[src/rtl/wild_encounter_gen_if.sv]
// Handshake bundle between the overworld/battle logic and the wild-encounter generator.
interface wild_encounter_gen_if #(
  parameter int ID_W  = 5,
  parameter int MAP_W = 2
);
  logic [MAP_W-1:0] curr_map;
  logic             step;
  logic             fight_on;
  logic             ack;
  logic             enc_valid;
  logic [ID_W-1:0]  wild_ID;
  logic             in_cooldown;
  logic [7:0]       enc_count;

  modport master (
    output curr_map, step, fight_on, ack,
    input  enc_valid, wild_ID, in_cooldown, enc_count
  );

  modport slave (
    input  curr_map, step, fight_on, ack,
    output enc_valid, wild_ID, in_cooldown, enc_count
  );
endinterface

[src/rtl/wild_encounter_gen.sv]
// LFSR-driven wild-encounter generator: rolls chance and weighted species slot,
// offers the encounter via valid/ack, then enforces a frame-counted cooldown.
module wild_encounter_gen #(
  parameter int          ID_W            = 5,
  parameter int          MAP_W           = 2,
  parameter int          SLOTS           = 4,
  parameter int          BASE_ID         = 12,
  parameter int          ENC_THRESH      = 64,
  parameter int          T0              = 96,
  parameter int          T1              = 176,
  parameter int          T2              = 232,
  parameter int          COOLDOWN_FRAMES = 60,
  parameter logic [15:0] SEED            = 16'hACE1
) (
  input logic              frameClk,
  input logic              Reset,
  wild_encounter_gen_if.slave bus
);

  localparam int          MAX_ID    = BASE_ID + ((32'sd1 <<< MAP_W) - 32'sd1) * SLOTS + (SLOTS - 32'sd1);
  localparam logic [8:0]  ENC_T     = 9'(ENC_THRESH);
  localparam logic [8:0]  T0_V      = 9'(T0);
  localparam logic [8:0]  T1_V      = 9'(T1);
  localparam logic [8:0]  T2_V      = 9'(T2);
  localparam logic [15:0] CD_INIT   = 16'(COOLDOWN_FRAMES);
  localparam logic [15:0] LFSR_MASK = 16'hB400;

  if (MAX_ID >= (32'sd1 <<< ID_W)) begin : g_id_range_check
    $error("wild_encounter_gen: highest wild_ID does not fit in ID_W bits");
  end
  if (SEED == 16'h0000) begin : g_seed_check
    $error("wild_encounter_gen: SEED must be nonzero");
  end
  if (!(T0 <= T1 && T1 <= T2 && T2 <= 32'sd256)) begin : g_thresh_check
    $error("wild_encounter_gen: slot thresholds must satisfy T0<=T1<=T2<=256");
  end

  typedef enum logic [1:0] {
    IDLE     = 2'd0,
    ROLL     = 2'd1,
    OFFER    = 2'd2,
    COOLDOWN = 2'd3
  } state_t;

  function automatic logic [15:0] lfsr_next(input logic [15:0] cur);
    logic [15:0] shifted;
    shifted = {1'b0, cur[15:1]};
    return cur[0] ? (shifted ^ LFSR_MASK) : shifted;
  endfunction

  state_t           state_r, state_s;
  logic [15:0]      lfsr_r;
  logic [7:0]       chance_s, rarity_s;
  logic [1:0]       slot_s;
  logic [ID_W-1:0]  roll_id_s;
  logic [MAP_W-1:0] map_r, map_s;
  logic [15:0]      cd_r, cd_s;
  logic             enc_valid_r, enc_valid_s;
  logic [ID_W-1:0]  wild_id_r, wild_id_s;
  logic             in_cooldown_r, in_cooldown_s;
  logic [7:0]       enc_count_r, enc_count_s;

  assign chance_s = lfsr_r[7:0];
  assign rarity_s = lfsr_r[15:8];

  // Weighted slot pick from the cumulative 9-bit thresholds.
  always_comb begin
    slot_s = 2'd3;
    if ({1'b0, rarity_s} < T0_V) begin
      slot_s = 2'd0;
    end else if ({1'b0, rarity_s} < T1_V) begin
      slot_s = 2'd1;
    end else if ({1'b0, rarity_s} < T2_V) begin
      slot_s = 2'd2;
    end else begin
      slot_s = 2'd3;
    end
  end

  assign roll_id_s = ID_W'(BASE_ID) + ID_W'(bus.curr_map) * ID_W'(SLOTS) + ID_W'(slot_s);

  // FSM state register.
  always_ff @(posedge frameClk or posedge Reset) begin
    if (Reset) begin
      state_r <= IDLE;
    end else begin
      state_r <= state_s;
    end
  end

  // Next-state and next-output logic.
  always_comb begin
    state_s       = state_r;
    enc_valid_s   = enc_valid_r;
    wild_id_s     = wild_id_r;
    map_s         = map_r;
    cd_s          = cd_r;
    in_cooldown_s = in_cooldown_r;
    enc_count_s   = enc_count_r;
    case (state_r)
      IDLE: begin
        if (bus.step && !bus.fight_on && ({1'b0, chance_s} < ENC_T)) begin
          state_s = ROLL;
        end else begin
          state_s = IDLE;
        end
      end
      ROLL: begin
        wild_id_s   = roll_id_s;
        map_s       = bus.curr_map;
        enc_valid_s = 1'b1;
        state_s     = OFFER;
      end
      OFFER: begin
        // ack has priority over a simultaneous map change.
        if (bus.ack) begin
          enc_valid_s   = 1'b0;
          cd_s          = CD_INIT;
          in_cooldown_s = (CD_INIT != 16'd0);
          enc_count_s   = (enc_count_r == 8'hFF) ? enc_count_r : enc_count_r + 8'd1;
          state_s       = COOLDOWN;
        end else if (bus.curr_map != map_r) begin
          enc_valid_s = 1'b0;
          state_s     = IDLE;
        end else begin
          state_s = OFFER;
        end
      end
      COOLDOWN: begin
        if (cd_r == 16'd0) begin
          in_cooldown_s = 1'b0;
          state_s       = IDLE;
        end else if (bus.fight_on) begin
          state_s = COOLDOWN;
        end else begin
          cd_s          = cd_r - 16'd1;
          in_cooldown_s = (cd_r != 16'd1);
          state_s       = (cd_r == 16'd1) ? IDLE : COOLDOWN;
        end
      end
      default: begin
        enc_valid_s   = 1'b0;
        in_cooldown_s = 1'b0;
        state_s       = IDLE;
      end
    endcase
  end

  // Free-running LFSR and registered datapath/outputs.
  always_ff @(posedge frameClk or posedge Reset) begin
    if (Reset) begin
      lfsr_r        <= SEED;
      map_r         <= '0;
      cd_r          <= 16'd0;
      enc_valid_r   <= 1'b0;
      wild_id_r     <= '0;
      in_cooldown_r <= 1'b0;
      enc_count_r   <= 8'd0;
    end else begin
      lfsr_r        <= lfsr_next(lfsr_r);
      map_r         <= map_s;
      cd_r          <= cd_s;
      enc_valid_r   <= enc_valid_s;
      wild_id_r     <= wild_id_s;
      in_cooldown_r <= in_cooldown_s;
      enc_count_r   <= enc_count_s;
    end
  end

  assign bus.enc_valid   = enc_valid_r;
  assign bus.wild_ID     = wild_id_r;
  assign bus.in_cooldown = in_cooldown_r;
  assign bus.enc_count   = enc_count_r;

endmodule

[src/flat_wrapper.sv]
// flat-port wrapper written by rule: the top's interface ports become plain ports
module wild_encounter_gen_flat 
#(
  parameter int          ID_W            = 5,
  parameter int          MAP_W           = 2,
  parameter int          SLOTS           = 4,
  parameter int          BASE_ID         = 12,
  parameter int          ENC_THRESH      = 64,
  parameter int          T0              = 96,
  parameter int          T1              = 176,
  parameter int          T2              = 232,
  parameter int          COOLDOWN_FRAMES = 60,
  parameter logic [15:0] SEED            = 16'hACE1
)
  (frameClk, Reset, bus_curr_map, bus_step, bus_fight_on, bus_ack, bus_enc_valid, bus_wild_ID, bus_in_cooldown, bus_enc_count);
  wild_encounter_gen_if #(.ID_W(ID_W), .MAP_W(MAP_W)) bus_i ();
  input logic frameClk;
  input logic Reset;
  input wire logic [$bits(bus_i.curr_map)-1:0] bus_curr_map;
  input wire logic [$bits(bus_i.step)-1:0] bus_step;
  input wire logic [$bits(bus_i.fight_on)-1:0] bus_fight_on;
  input wire logic [$bits(bus_i.ack)-1:0] bus_ack;
  output wire logic [$bits(bus_i.enc_valid)-1:0] bus_enc_valid;
  output wire logic [$bits(bus_i.wild_ID)-1:0] bus_wild_ID;
  output wire logic [$bits(bus_i.in_cooldown)-1:0] bus_in_cooldown;
  output wire logic [$bits(bus_i.enc_count)-1:0] bus_enc_count;
  assign bus_i.curr_map = bus_curr_map;
  assign bus_i.step = bus_step;
  assign bus_i.fight_on = bus_fight_on;
  assign bus_i.ack = bus_ack;
  assign bus_enc_valid = bus_i.enc_valid;
  assign bus_wild_ID = bus_i.wild_ID;
  assign bus_in_cooldown = bus_i.in_cooldown;
  assign bus_enc_count = bus_i.enc_count;
  wild_encounter_gen #(.ID_W(ID_W), .MAP_W(MAP_W), .SLOTS(SLOTS), .BASE_ID(BASE_ID), .ENC_THRESH(ENC_THRESH), .T0(T0), .T1(T1), .T2(T2), .COOLDOWN_FRAMES(COOLDOWN_FRAMES), .SEED(SEED)) u_core (.frameClk(frameClk), .Reset(Reset), .bus(bus_i));
endmodule
[config.mk]
export PLATFORM = sky130hd
export DESIGN_NAME = wild_encounter_gen_flat
export DESIGN_NICKNAME = d
export VERILOG_FILES = /design/src/rtl/wild_encounter_gen_if.sv /design/src/rtl/wild_encounter_gen.sv /design/src/flat_wrapper.sv
export SDC_FILE = /design/constraint.sdc
export NUM_CORES = 1
export LEC_CHECK = 0
export BUFFER_PORTS_ARGS = -buffer_cell sky130_fd_sc_hd__buf_2
export CAP_MARGIN = 40
export CORE_MARGIN = 1
export CORE_UTILIZATION = 50
export DETAILED_ROUTE_END_ITERATION = 10
export PLACE_DENSITY = 0.79
export SETUP_SLACK_MARGIN = 0.3
export SYNTH_ARGS = -nofsm -noshare
export SYNTH_HDL_FRONTEND = slang
export SYNTH_SLANG_ARGS = --single-unit
export TNS_END_PERCENT = 50
[constraint.sdc]
create_clock -name frameClk -period 5.36 [get_ports frameClk]
set_input_delay 0.268 -clock frameClk [delete_from_list [all_inputs] [get_ports frameClk]]
set_output_delay 0.268 -clock frameClk [all_outputs]
set_load 0.1 [all_outputs]
==> flow_metrics.tcl, run 1 <==
set metrics [dict create \
    synth_compound_area_frac 0.100 \
    nFillCells 400 \
    synth_area_um2 2360 \
    syn_area_per_cell_um2 10.8 \
    num_vias 1659 \
    finalClockSkew_ns 0.0112 \
    drt-met1-wl_um 2030 \
    comb_power_share 0.429 \
    setup-tns-final_ns 0 \
    post-route-period-util 0.436 \
    start_kind "flip-flop" \
    nets 251 \
    ys_ff_latch 51 \
    yosysWarnings 0 \
    cts_sinks 51 \
    fin_util 0.590 \
    synth_commonest_cells "43 x dfrtp_1, 17 x nand2_1, 11 x mux2i_1, 11 x nand2b_1, 11 x nor2_1" \
    num_antenna_cells 0 \
    power_mw 1.33 \
    worst_pin_slew_ns 0.809 \
    power_density_nw_per_um2 506 \
    syn2layout_area_growth_pct 10.9 \
    grt_start_max_net_pins 32 \
    place_ws_ns 3.05 \
    relSlewSlack 0.459 \
    die_height_um 70.8 \
    multi_input_area_um2 1010 \
    syn_nets 230 \
    port_buffers 21 \
    cts_tree "yes" \
    worst_ep_required_time_ns 5.56 \
    critPathArrivalTime_ns 2.53 \
    seqPwrFrac 0.397 \
    synth_top_family_by_area "simple AND/OR/NAND/NOR gates" \
    drc 0 \
    synth_xor_area_frac 0.0445 \
    htreeDepth 2 \
    wl_met2_um 2010 \
    hold_ws_ns 0.156 \
    end_kind "flip-flop" \
    wl_met3_um 124 \
    p_int_uw 683 \
    antenna_found_initial 0 \
    synth_fa_ha_area_frac 0.0212 \
    cts.clk_slew.worst_paths_ns 0.10 \
    rsz0062_at_grt "false" \
    synth-simple-area-share 0.210 \
    final-instance-count-excl-fill 293 \
    fin_crit_ns 2.34 \
    drive_gt1_frac 0.178 \
    hp-class "in -> reg" \
    clk_root_buffer_cell "clkbuf_8" \
    ir_worst_vdd_v 0.000417 \
    setup-violations-final 0 \
    start_util 0.532 \
    first_global_vias 1629 \
    dieArea_um2 5010 \
    io_pins 22 \
    routed.top_layer "met4" \
    final_antenna_net_count 0 \
    synthFlopType "dfrtp_1" \
    gp_congestion 0.792 \
    grt_pass1_wl_um 7320 \
    finalHoldViolations 0 \
    routed_wl_um 4220 \
    power.switching_uw 642 \
    crit_type "reg -> reg" \
    synthTopCellsByArea "dfrtp_1 46%, dfstp_2 8.9%, mux2i_1 4.7%" \
    fp-row-count 24 \
    synth_top_area_cell "dfrtp_1" \
    dr.pass1.iters 4 \
    critPathMaxFanout 22 \
    wl_per_cell_um 14.4 \
    muxShareOfSynthArea 0.0513 \
    yosysMostFrequentCell "dfrtp_1" \
    postPlaceCellArea_um2 2510 \
    final_cell_area_um2 2620 \
    max-cap-violations 0 \
    power_frac_clock 0.174 \
    coreArea_um2 4440 \
    hpwl_um 2980 \
    report.final.slew_viol_count 0 \
    drt_iter0_markers 92 \
    grt-ovfl-total 0 \
    ys_seq_area_frac 0.544 \
    die_w_um 70.8 \
    clockBufferDepth 2 \
    layout.area.seq_um2 1290 \
    cts_post_setup_buffers_inserted 0 \
    avgViaCountPerCell 5.66 \
    dp_cells 284 \
    syn_inst 219 \
    synth_edf_count 0 \
    p_sw_frac 0.485 \
    numCtsBuffers 5 \
    p_leak_nw 1.20 \
    insertion_delay_ns 0.31 \
    max_freq_mhz 428 \
    worst_slack_ns 3.02 \
    async_reset_ff_frac 1.00 \
    synth.distinct_cells 47 \
    yosysTopAreaCellShare 0.455 \
    outcome "finished, final reports clean" \
    grt_usage 0.186 \
]
## cell usage in the layout, fill, tap and decap left out, types with 2 or more instances in the layout
cell type,instances
dfrtp_1,43
dfstp_2,8
ha_1,4
nor2b_1,3
o31ai_1,3
nor4_1,4
a21oi_1,7
nor3b_1,2
nand3b_1,2
o21ai_0,7
inv_1,7
nand3_1,7
and4_1,2
a211oi_1,3
clkbuf_8,5
nor2_1,11
and3_1,3
nand2_1,17
or2_1,2
xor2_1,8
or3_1,3
a2111oi_0,3
nand2b_1,11
a21o_1,2
a31oi_1,2
or4_1,3
xnor2_1,4
nand4_1,2
and2_1,4
nor3_1,6
mux2i_1,11
buf_2,21
o211ai_1,2
## worst max-delay path: stages, from the launching register on
cell,delay [ns]
dfrtp_1,0.55
nand3b_1,0.63
a31oi_1,0.64
mux2_2,0.39
## state kept, by name, summed over array words and instances, names as in the netlist
signal / count
u_core.cd_r: 16
u_core.lfsr_r: 16
u_core.bus.enc_count: 8
u_core.bus.wild_ID: 5
u_core.map_r: 2
u_core.state_r: 2
u_core.bus.enc_valid: 1
u_core.bus.in_cooldown: 1
## layout make-up
cell class,count,share of cell area
clock buffers,5,0.0263
clock inverters,3,0.0105
inverters,8,0.0115
multi-input cells,151,0.385
flip-flops and latches,51,0.491
well taps,52,0.0248
repair buffers,23,0.0516
## logic make-up (layout without fill, tap and decap cells)
kind of cell               count (synthesis)  after routing
and+or+nand+nor                           88             88
DFF                                       51             51
AOI/OAI and AO/OA                         35             35
buffers and inverters                     17             39
xor gates and xnor gates                  12             12
muxes                                     12             12
adders and majority gates                  4              4
## final timing paths
path	from	endpoint	slack, ns	cells after the start
setup / recovery	u_core.state_r[1]	u_core.bus.enc_count[1]	3.02	3
hold / removal	bus_curr_map[0]	u_core.bus.wild_ID[2]	0.16	2
setup reg to reg	u_core.state_r[1]	u_core.bus.enc_count[1]	3.02	3
hold reg to reg	u_core.lfsr_r[8]	u_core.lfsr_r[7]	0.35	0
max in group asynchronous	Reset	u_core.lfsr_r[11]	4.28	4
min in group asynchronous	Reset	u_core.cd_r[6]	0.51	3
## repair_timing
action | CTS | global route
hold buffers | 1 | 0
gates resized for setup | 0 | 0
hold endpoints to repair | 20 | 0
## routing by layer
| metal | track usage | vias to the layer above |
|---|---|---|
| li1 | - | 818 |
| met1 | 0.252 | 814 |
| met2 | 0.299 | 22 |
| met3 | 0.0299 | 5 |
| met4 | 0.0800 | 0 |
| met5 | 0 | - |
## power groups by stage
stage               clock [mW]  combinational, mW  sequential (mW)
floorplan                    0              0.245            0.763
global placement             0              0.558            0.527
detailed placement           0              0.570            0.532
CTS                      0.236              0.572            0.526
global route             0.252              0.611            0.539
finish                   0.230              0.569            0.526
Power figures use the tool's default switching activity.
==> inputs of run 2 (changes only) <==
==> constraint.sdc (replaced) <==
create_clock -name frameClk -period 2.4 [get_ports frameClk]
set_input_delay 0.12 -clock frameClk [delete_from_list [all_inputs] [get_ports frameClk]]
set_output_delay 0.12 -clock frameClk [all_outputs]
set_load 0.1 [all_outputs]
==> run 2 against run 1 <==
Against the previous run:
- core utilization rose by 0.62 points
- cell area rose by 1.1%
- register-to-register slack got worse by 2.6 ns
- maximum frequency rose by 20%
- clock power rose by 120%
- count of clock-buffer cells in the layout did not move
- critical path type unchanged
- largest power group unchanged
==> flow_metrics.tcl, run 2 (synthesized netlist as in run 1, its figures left out) <==
set metrics [dict create \
    final_antenna_net_count 0 \
    grt_pass1_wl_um 7510 \
    outcome "finished, final reports clean" \
    worst_pin_slew_ns 0.514 \
    dr.pass1.iters 4 \
    io_pins 22 \
    clk_root_buffer_cell "clkbuf_8" \
    num_vias 1683 \
    avgViaCountPerCell 5.65 \
    finalClockSkew_ns 0.00418 \
    numCtsBuffers 5 \
    power_density_nw_per_um2 1130 \
    routed_wl_um 4360 \
    nets 256 \
    antenna_found_initial 0 \
    end_kind "flip-flop" \
    die_w_um 70.8 \
    final_common_cell "dfrtp_1" \
    setup-violations-final 0 \
    first_global_vias 1632 \
    cts_sinks 51 \
    insertion_delay_ns 0.31 \
    finalHoldViolations 0 \
    report.final.slew_viol_count 0 \
    clockBufferDepth 2 \
    start_kind "flip-flop" \
    grt_usage 0.194 \
    setup-tns-final_ns 0 \
    rsz0062_at_grt "false" \
    htreeDepth 2 \
    hp-class "in -> reg" \
    port_buffers 21 \
    dieArea_um2 5010 \
    cts.clk_slew.worst_paths_ns 0.10 \
    fin_crit_ns 1.94 \
    ir_worst_vdd_v 0.000959 \
    postPlaceCellArea_um2 2540 \
    drive_gt1_frac 0.203 \
    final_cell_mix "41 x dfrtp_1, 21 x buf_2, 17 x nand2_1" \
    grt-ovfl-total 0 \
    drc 0 \
    critPathArrivalTime_ns 2.12 \
    hpwl_um 3080 \
    die_height_um 70.8 \
    fp-row-count 24 \
    wl_per_cell_um 14.6 \
    p_leak_nw 1.22 \
    worst_ep_required_time_ns 2.58 \
    num_antenna_cells 0 \
    final_cell_area_um2 2650 \
    crit_type "reg -> reg" \
    syn2layout_area_growth_pct 12.1 \
    coreArea_um2 4440 \
    max-cap-violations 0 \
    cts_tree "yes" \
    grt_start_max_net_pins 24 \
    drt_iter0_markers 101 \
    critPathMaxFanout 13 \
    start_util 0.532 \
    post-route-period-util 0.810 \
    max_freq_mhz 515 \
    gp_congestion 0.868 \
    relSlewSlack 0.648 \
]
==> run 2: worst paths after layout <==
check / start / to / slack (ns) / cells after the start
worst min register to register: u_core.lfsr_r[9] / u_core.lfsr_r[8] / 0.36 / 0
worst max-delay path: u_core.cd_r[13] / u_core.cd_r[7] / 0.46 / 4
min in group asynchronous: Reset / u_core.lfsr_r[3] / 0.35 / 3
max in group asynchronous: Reset / u_core.cd_r[6] / 1.45 / 4
worst min-delay path: bus_curr_map[0] / u_core.bus.wild_ID[2] / 0.02 / 2
worst max register to register: u_core.cd_r[13] / u_core.cd_r[7] / 0.46 / 4
==> run 2: area by class of cell <==
type | instances | area [um2]
Timing Repair Buffer | 28 | 160
Fill cell | 365 | 1800
Multi-Input combinational cell | 151 | 1010
Sequential cell | 51 | 1290
Clock buffer | 5 | 68.8
Clock inverter | 3 | 26.3
Inverter | 8 | 30.0
Tap cell | 52 | 65.1
==> run 2: report_power, final <==
| group | internal (mW) | total, mW | switching, mW |
|---|---|---|---|
| Combinational | 0.327 | 1.33 | 1.00 |
| Sequential | 1.01 | 1.16 | 0.144 |
| Clock | 0.215 | 0.517 | 0.302 |
| Total | 1.55 | 3.00 | 1.45 |
==> run 2: layer usage <==
metal,vias to the layer above,global-route usage,part of all wire
li1,829,-,-
met1,823,0.255,0.49
met2,21,0.311,0.47
met3,10,0.0399,0.024
met4,0,0.0911,0.021
met5,-,0,0
==> run 2: repair_timing <==
action                                 4_1_cts  5_1_grt
hold buffers                                 1        0
resized for setup                            0        1
setup buffers                                0        0
setup endpoints to repair                    0        1
endpoints found under the hold margin       16        0
==> run 2: critical path, stage by stage, from the launching register on <==
cell and delay [ns]:
dfrtp_1 0.42, nor4_1 0.49, and4_1 0.54, a2111oi_0 0.20
mux2i_1 0.16
==> run 2: per-stage QoR <==
step	hold WS, ns	setup slack, ns	power, mW	utilization	instances
floorplan	0.205	0.355	2.25	-	219
global placement	0.145	0.520	2.46	0.572	289
detailed placement	0.149	0.510	2.49	0.572	289
CTS	0.0112	0.489	3.01	0.596	298
global route	0.0246	0.306	3.16	0.596	298
finish	0.0153	0.457	3.00	0.596	298
==> inputs of run 3 (changes only) <==
--- a/config.mk
+++ b/config.mk
@@ -5,6 +5,7 @@
 export SDC_FILE = /design/constraint.sdc
 export NUM_CORES = 1
 export LEC_CHECK = 0
+export ABC_AREA = 1
 export BUFFER_PORTS_ARGS = -buffer_cell sky130_fd_sc_hd__buf_2
 export CAP_MARGIN = 40
 export CORE_MARGIN = 1
==> constraint.sdc (replaced) <==
create_clock -name frameClk -period 1.8 [get_ports frameClk]
set_input_delay 0.09 -clock frameClk [delete_from_list [all_inputs] [get_ports frameClk]]
set_output_delay 0.09 -clock frameClk [all_outputs]
set_load 0.1 [all_outputs]
==> run 3 against run 2 <==
Against the previous run:
- sequential power rose by 47%
- hold slack gained 0.047 ns
- critical path depth is 1 higher
- core utilization up 5.5 points
- cell count grew 38%
- sequential cell count stayed put
- first-iteration DRC count up 57%
- synthesized area is 7.9% higher
- worst setup slack worse by 0.12 ns
- synthesized cell count grew 37%
- clock power rose by 36%
- total power grew 73%
==> flow_metrics.tcl, run 3 <==
set metrics [dict create \
    die_height_um 73.4 \
    p_leak_nw 1.52 \
    finalHoldViolations 0 \
    postPlaceCellArea_um2 2780 \
    worst_slack_ns 0.341 \
    final_antenna_net_count 0 \
    nFillCells 383 \
    end_kind "flip-flop" \
    critPathMaxStageDelay_ns 0.47 \
    avgViaCountPerCell 5.00 \
    grt_start_max_net_pins 20 \
    synthTopCellsByArea "dfrtp_1 42%, nand2_1 12%, dfstp_2 8.2%" \
    num_antenna_cells 0 \
    synth.distinct_cells 29 \
    io_pins 22 \
    yosysMostFrequentCell "nand2_1" \
    place_ws_ns 0.123 \
    setup-tns-final_ns 0 \
    dieArea_um2 5390 \
    antenna_found_initial 0 \
    drc 0 \
    rsz0062_at_grt "true" \
    hpwl_um 3290 \
    gp_congestion 0.794 \
    power_density_nw_per_um2 1650 \
    coreArea_um2 4820 \
    grt-ovfl-total 0 \
    ys_seq_area_frac 0.504 \
    num_vias 2058 \
    drive_gt1_frac 0.299 \
    cts.clk_slew.worst_paths_ns 0.11 \
    worst_ep_required_time_ns 2.00 \
    fin_util 0.651 \
    grt_pass1_wl_um 8700 \
    dp_cells 387 \
    cts_tree "yes" \
    htreeDepth 2 \
    critPathArrivalTime_ns 1.65 \
    ys_ff_latch 51 \
    die_w_um 73.4 \
    post-route-period-util 0.811 \
    drt_iter0_markers 159 \
    max_freq_mhz 685 \
    final_common_cell "nand2_1" \
    start_kind "flip-flop" \
    port_buffers 21 \
    ir_worst_vdd_v 0.00134 \
    cp_num_buf_inv 1 \
    synth_edf_count 0 \
    yosysTopAreaCellShare 0.422 \
    routed_wl_um 5410 \
    syn_nets 310 \
    worst_pin_slew_ns 0.467 \
    syn_area_per_cell_um2 8.53 \
    clockBufferDepth 2 \
    report.final.slew_viol_count 0 \
    wl_per_cell_um 13.1 \
    dr.pass1.iters 4 \
    setup-violations-final 0 \
    synth_commonest_cells "81 x nand2_1, 43 x dfrtp_1, 36 x nor2_1" \
    grt_usage 0.213 \
    synth_area_um2 2550 \
    hold_ws_ns 0.0626 \
    async_reset_ff_frac 1.00 \
    fin_crit_ns 1.46 \
    clk_root_buffer_cell "clkbuf_8" \
    max-cap-violations 0 \
    fp-row-count 25 \
    syn_inst 299 \
    yosysWarnings 0 \
    cts_sinks 51 \
    nets 355 \
    hp-class "in -> reg" \
    final_cell_mix "78 x nand2_1, 33 x nor2_1, 30 x dfrtp_1, 27 x inv_1, 26 x nand3_1" \
    numCtsBuffers 5 \
    crit_type "reg -> reg" \
    path_cells "o21ai_0 > a21oi_4 > buf_12 > nand2_8 > o21ai_2" \
    syn2layout_area_growth_pct 23.1 \
    critPathMaxFanout 8 \
    crit_slowest_cell "dfrtp_1" \
    outcome "finished, final reports clean" \
    final-instance-count-excl-fill 412 \
    relSlewSlack 0.686 \
    critPathTopFamily "compound AO/OA/AOI/OAI gates" \
    first_global_vias 1873 \
    finalClockSkew_ns 0.0136 \
    start_util 0.529 \
    synthFlopType "dfrtp_1" \
    synth_top_area_cell "dfrtp_1" \
    final_cell_area_um2 3140 \
    power_mw 5.19 \
    insertion_delay_ns 0.31 \
]
## run 3: cell types whose count changed in the layout (fill, tap and decap cells not counted), sizes merged, moves of 11 or more
cell	delta
buf	+11
inv	+24
mux2i	-11
nand2	+71
nand2b	-11
nand3	+21
nor2	+28
o21ai	+18
## run 3: routing by layer
metal | track usage | part of all wire | vias to the layer above
li1 | - | - | 1044
met1 | 0.282 | 0.45 | 957
met2 | 0.347 | 0.49 | 45
met3 | 0.0425 | 0.041 | 12
met4 | 0.0791 | 0.023 | 0
met5 | 0 | 0 | -
## run 3: worst register-to-register path: cells and delay by family (launching register included)
family          cells  cell delay, ns
compound gates      3            0.57
buf+inv             1            0.18
flops               1            0.47
simple gates        1            0.12
## run 3: timing repair
| action | 4_1_cts | 5_1_grt |
|---|---|---|
| hold buffers | 1 | 0 |
| endpoints found under the setup margin | 17 | 21 |
| pin swaps | 4 | 5 |
| resized for setup | 10 | 14 |
| buffers inserted | 3 | 9 |
| endpoints found under the hold margin | 15 | 0 |
| cloned | 3 | 1 |
## run 3: path summary, 6_finish.rpt
kind	start	end	slack (ns)	cells past startpoint
max reg2reg	u_core.state_r[0]	u_core.cd_r[8]	0.34	5
max	u_core.state_r[0]	u_core.cd_r[8]	0.34	5
min in group asynchronous	Reset	u_core.cd_r[2]	0.30	3
min reg2reg	u_core.lfsr_r[4]	u_core.lfsr_r[3]	0.36	0
max in group asynchronous	Reset	u_core.lfsr_r[6]	0.90	4
min	bus_ack	u_core.state_r[0]	0.06	3
## run 3: cell type report
type	count	area, um2	area share
clock buffers	5	68.8	0.0219
clock inverters	3	26.3	0.00837
inverters	31	116	0.0371
multi-input cells	216	1260	0.402
flip-flops and latches	51	1300	0.415
well taps	67	83.8	0.0267
repair buffers	39	280	0.0893
## run 3: logic make-up after synthesis
family / Yosys count / synth area share
buf+inv: 36 / 0.0657
compound gates: 36 / 0.0922
xor+xnor: 13 / 0.0447
simple gates: 159 / 0.273
flops: 51 / 0.504
fa+ha+maj: 4 / 0.0196
## run 3: report_power, final
| part | switching, mW | internal, mW | total [mW] |
|---|---|---|---|
| registers | 0.295 | 1.41 | 1.70 |
| logic | 1.97 | 0.809 | 2.78 |
| clock network | 0.412 | 0.290 | 0.702 |
| total | 2.68 | 2.51 | 5.19 |
